## src/rtl/uio_bus_arbiter.sv

```systemverilog
// uio_bus_arbiter: round-robin arbiter granting four channels a turn-on/drive/turn-off window on the uio bus.
// Define CLEAR_ON_READ_EN to clear the granted channel's counter once its bus window closes.
module uio_bus_arbiter #(
  parameter int HOLD = 4
) (
  input  logic       clk,
  input  logic       rst_n,
  input  logic       ena,
  input  logic [7:0] ui_in,
  output logic [7:0] uo_out,
  input  logic [7:0] uio_in,
  output logic [7:0] uio_out,
  output logic [7:0] uio_oe
);
  typedef enum logic [1:0] {IDLE, TURN_ON, DRIVE, TURN_OFF} state_t;
  state_t r_state, w_next;
  logic [3:0] r_grant, r_hold, w_req, w_inc;
  logic [1:0] r_idx, r_last, w_win;
  logic [7:0] r_cnt [4];
  logic w_any, w_drive, w_unused;
  assign w_req = ui_in[3:0];
  assign w_inc = ui_in[7:4];
  assign w_unused = &{1'b0, ena, uio_in};
  // Descending scan so the nearest channel after r_last is assigned last and wins.
  always_comb begin
    w_win = r_last;
    w_any = 1'b0;
    for (int k = 4; k >= 1; k--) begin
      if (w_req[r_last + 2'(k)]) begin
        w_win = r_last + 2'(k);
        w_any = 1'b1;
      end
    end
  end
  always_comb begin
    w_next = r_state;
    unique case (r_state)
      IDLE:    w_next = w_any ? TURN_ON : IDLE;
      TURN_ON: w_next = DRIVE;
      DRIVE:   w_next = (!w_req[r_idx] || r_hold == 4'(HOLD - 1)) ? TURN_OFF : DRIVE;
      default: w_next = IDLE;
    endcase
  end
  always_ff @(posedge clk) begin
    if (!rst_n) begin
      r_state <= IDLE;
      r_grant <= 4'b0000;
      r_idx   <= 2'd0;
      r_last  <= 2'd3;
      r_hold  <= 4'd0;
    end else begin
      r_state <= w_next;
      r_hold  <= (r_state == DRIVE) ? r_hold + 4'd1 : 4'd0;
      if (r_state == IDLE && w_any) begin
        r_grant <= 4'b0001 << w_win;
        r_idx   <= w_win;
        r_last  <= w_win;
      end
      if (r_state == TURN_OFF) begin
        r_grant <= 4'b0000;
        r_idx   <= 2'd0;
      end
    end
  end
  always_ff @(posedge clk) begin
    for (int i = 0; i < 4; i++) begin
      if (!rst_n)
        r_cnt[i] <= 8'h00;
`ifdef CLEAR_ON_READ_EN
      else if (r_state == TURN_OFF && r_idx == 2'(i))
        r_cnt[i] <= 8'h00;
`endif
      else if (w_inc[i])
        r_cnt[i] <= r_cnt[i] + 8'd1;
    end
  end
  assign w_drive = (r_state == DRIVE);
  assign uo_out  = {w_drive, r_state != IDLE, r_idx, r_grant};
  assign uio_out = w_drive ? r_cnt[r_idx] : 8'h00;
  assign uio_oe  = {8{w_drive}};
endmodule

```

## config.mk

```make
export PLATFORM = sky130hd
export DESIGN_NAME = uio_bus_arbiter
export DESIGN_NICKNAME = d
export VERILOG_FILES = /design/src/rtl/uio_bus_arbiter.sv
export SDC_FILE = /design/constraint.sdc
export NUM_CORES = 1
export LEC_CHECK = 0
export BUFFER_PORTS_ARGS = -buffer_cell sky130_fd_sc_hd__buf_2
export CORE_UTILIZATION = 51
export DETAILED_ROUTE_END_ITERATION = 12
export HOLD_SLACK_MARGIN = 0.05
export PLACE_DENSITY_LB_ADDON = 0.05
export SLEW_MARGIN = 20
export SYNTH_ARGS = -nofsm -noshare
export SYNTH_HDL_FRONTEND = slang
export SYNTH_SLANG_ARGS = --single-unit
```

## constraint.sdc

```tcl
create_clock -name clk -period 1.2 [get_ports clk]
set_input_delay 0.12 -clock clk [delete_from_list [all_inputs] [get_ports clk]]
set_output_delay 0.12 -clock clk [all_outputs]
set_load 0.02 [all_outputs]
```

==> impl_metrics.json <==
{
  "status": "complete, but fails checks",
  "violations": "setup timing",
  "cts-buffers-inserted": 5,
  "antenna_found_initial": 0,
  "synth-seq-cells": 48,
  "final_common_cell": "buf_6",
  "synthArstFlopShare_pct": 0,
  "clk_pin_slew_worst_paths_ns": 0.09,
  "syn_to_final_growth_pct": 49.8,
  "ys_types": 32,
  "cp_max_fo": 7,
  "p_total_mw": 6.71,
  "crit_type": "flop to primary output",
  "fin_crit_ns": 1.64,
  "required_ns": 1.08,
  "ys_dominant_reg_cell": "edfxtp_1",
  "timing.final.crit_share_pct": 137,
  "powerDensity_mw_per_mm2": 1730,
  "grt_overflow": 0,
  "cp_data_arrival_time_ns": 1.52,
  "drive_gt1_share_pct": 60.7,
  "critPathLaunchType": "flop",
  "reg2reg_depth": 5,
  "finalClockSkew_ns": 0.0150,
  "dieWidth_um": 73.2,
  "rsz0062_at_grt": "true",
  "drt_iter0_drc": 113,
  "slew-limit-headroom_pct": 74.2,
  "coreArea_mm2": 0.00482,
  "yosysSeqAreaShare_pct": 49.5,
  "wirelength_um": 6360,
  "hold_viol": 0,
  "peakVddDrop_mv": 1.37,
  "num_vias": 2024,
  "rows": 25,
  "place_congestion": 0.782,
  "die_area_mm2": 0.00536,
  "dpl.hpwl_um": 4050,
  "r2r_slack_ns": -0.18,
  "place_area_mm2": 0.00308,
  "remaining_drc_errors": 0,
  "drtAntennaViolNets": 0,
  "fmax_ghz": 0.609,
  "n_antenna_cell": 0,
  "clk_latency_ns": 0.30,
  "grt_pass1_vias": 1930,
  "cts.htree.levels": 2,
  "maxSlewViolCount": 0,
  "drt-pass1-iter-count": 4,
  "io_pins": 43,
  "p_leak_nw": 1.52,
  "hold_depth": 2,
  "whs_endpoint": "r_cnt[2][1]$_SDFFCE_PN0P_",
  "syn-cell-area_mm2": 0.00259,
  "min_from": "ui_in[6]",
  "synth_top_cell_area_share_pct": 37.1,
  "setup_slack_ns": -0.443,
  "end_kind": "primary output",
  "reg2reg_to": "r_cnt[0][6]$_SDFFCE_PN0P_",
  "wl_per_cell_um": 16.7,
  "start_util_pct": 53.7,
  "numClockSinks": 48,
  "fin_nets": 340,
  "setup_tns_ns": -8.18,
  "synth_edf_count": 32,
  "cts_tree": "done",
  "fin_area_mm2": 0.00388,
  "mostFrequentLayoutCells": "buf_6, buf_4, nor2_1, edfxtp_1, nand3_2",
  "yosys-top-cells-area": "edfxtp_1, dfxtp_1, mux4_2",
  "final_core_util_pct": 80.5,
  "synth_top_cell_by_area": "edfxtp_1",
  "synth_nets": 256,
  "track_usage_pct": 23.3,
  "die_h_um": 73.2,
  "max_cap_viol_count": 0,
  "setup-violations-final": 51,
  "worstMarginPinSlew_ns": 0.386,
  "cts_hold_buf": 0,
  "synth_area_per_cell_um2": 11.3,
  "pre_cts_slack_ns": -0.211,
  "rr_startpoint": "r_cnt[0][0]$_SDFFCE_PN0P_",
  "grt_pass1_wl_um": 9170,
  "synth_cells": 228,
  "min_path_type": "input port to flop",
  "clockBufferDepth": 2,
  "via_per_inst": 5.33,
  "grt_max_degree": 15,
  "clock-root-buffer": "clkbuf_8",
  "synth-warning-count": 0,
  "place.port_buffers": 33
}
[final cells by class]
type                            count  area (µm²)
Multi-Input combinational cell    162        1590
Sequential cell                    48        1300
Fill cell                         290         941
Timing Repair Buffer               92         805
Tap cell                           67        83.8
Clock buffer                        7        76.3
Inverter                            3        13.8
Clock inverter                      1        5.00
[stage by stage]
stage	hold WS (ns)	instances
finish	0.180	380
global route	0.180	380
CTS	0.143	370
detailed placement	0.445	353
global placement	0.437	353
floorplan	0.343	228
[power by group]
group | internal (mW) | switching [mW]
registers | 2.09 | 0.317
clock network | 0.410 | 0.515
logic | 1.80 | 1.58
total | 4.30 | 2.41
[kinds of logic after synthesis]
logic type                 share of synthesized area [%]
AOI/OAI and AO/OA                                   4.06
buffers and inverters                               4.30
muxes                                               8.22
adders and majority gates                           4.35
and+or+nand+nor                                     20.7
xor gates and xnor gates                            8.80
DFF                                                 49.5
[Yosys cell counts (2+ instances only)]
library cell,n
a21oi_1,6
a31oi_1,2
a32o_1,4
and2_1,9
and3_1,14
buf_2,2
buf_4,9
clkbuf_1,3
dfxtp_1,16
edfxtp_1,32
ha_1,9
inv_1,3
mux4_2,9
nand2_1,9
nand2b_1,7
nand3_1,18
nor2_1,33
nor3_1,3
nor3b_1,3
xnor2_1,9
xor2_1,17
[worst max-delay path by stage]
stage                              endpoint  cells past startpoint  slack (ns)
global placement                 uio_out[0]                      3       -0.18
finish                           uio_out[2]                      3       -0.44
detailed placement               uio_out[1]                      3       -0.21
CTS                              uio_out[1]                      3       -0.45
floorplan           r_grant[2]$_SDFFE_PP0P_                      6       -0.06
global route                     uio_out[2]                      3       -0.48
[registers in the layout (all words and copies together), names as in the netlist, named ones only]
name,count
r_cnt,32
r_grant,4
r_hold,4
r_idx,2
r_last,2
r_state,2
[metal layers]
| metal | part of all wire [%] | track usage, % | vias up |
|---|---|---|---|
| li1 | - | - | 980 |
| met4 | 0.77 | 4.58 | 0 |
| met1 | 42 | 28.7 | 995 |
| met3 | 3.4 | 4.28 | 6 |
| met5 | 0 | 0 | - |
| met2 | 54 | 42.6 | 43 |
[worst max-delay path, stage by stage, from the launching register on]
cell and delay [ns]:
dfxtp_4 0.42, mux4_2 0.52, and2_4 0.16, buf_6 0.12
[what timing repair did]
action                     4_1_cts  5_1_grt
setup endpoints to repair       48       60
resized for setup               96       47
cloned                           1        0
pin swaps                       32       26
setup buffers                   12       17
Note: power is estimated with default switching activity, not from simulation.
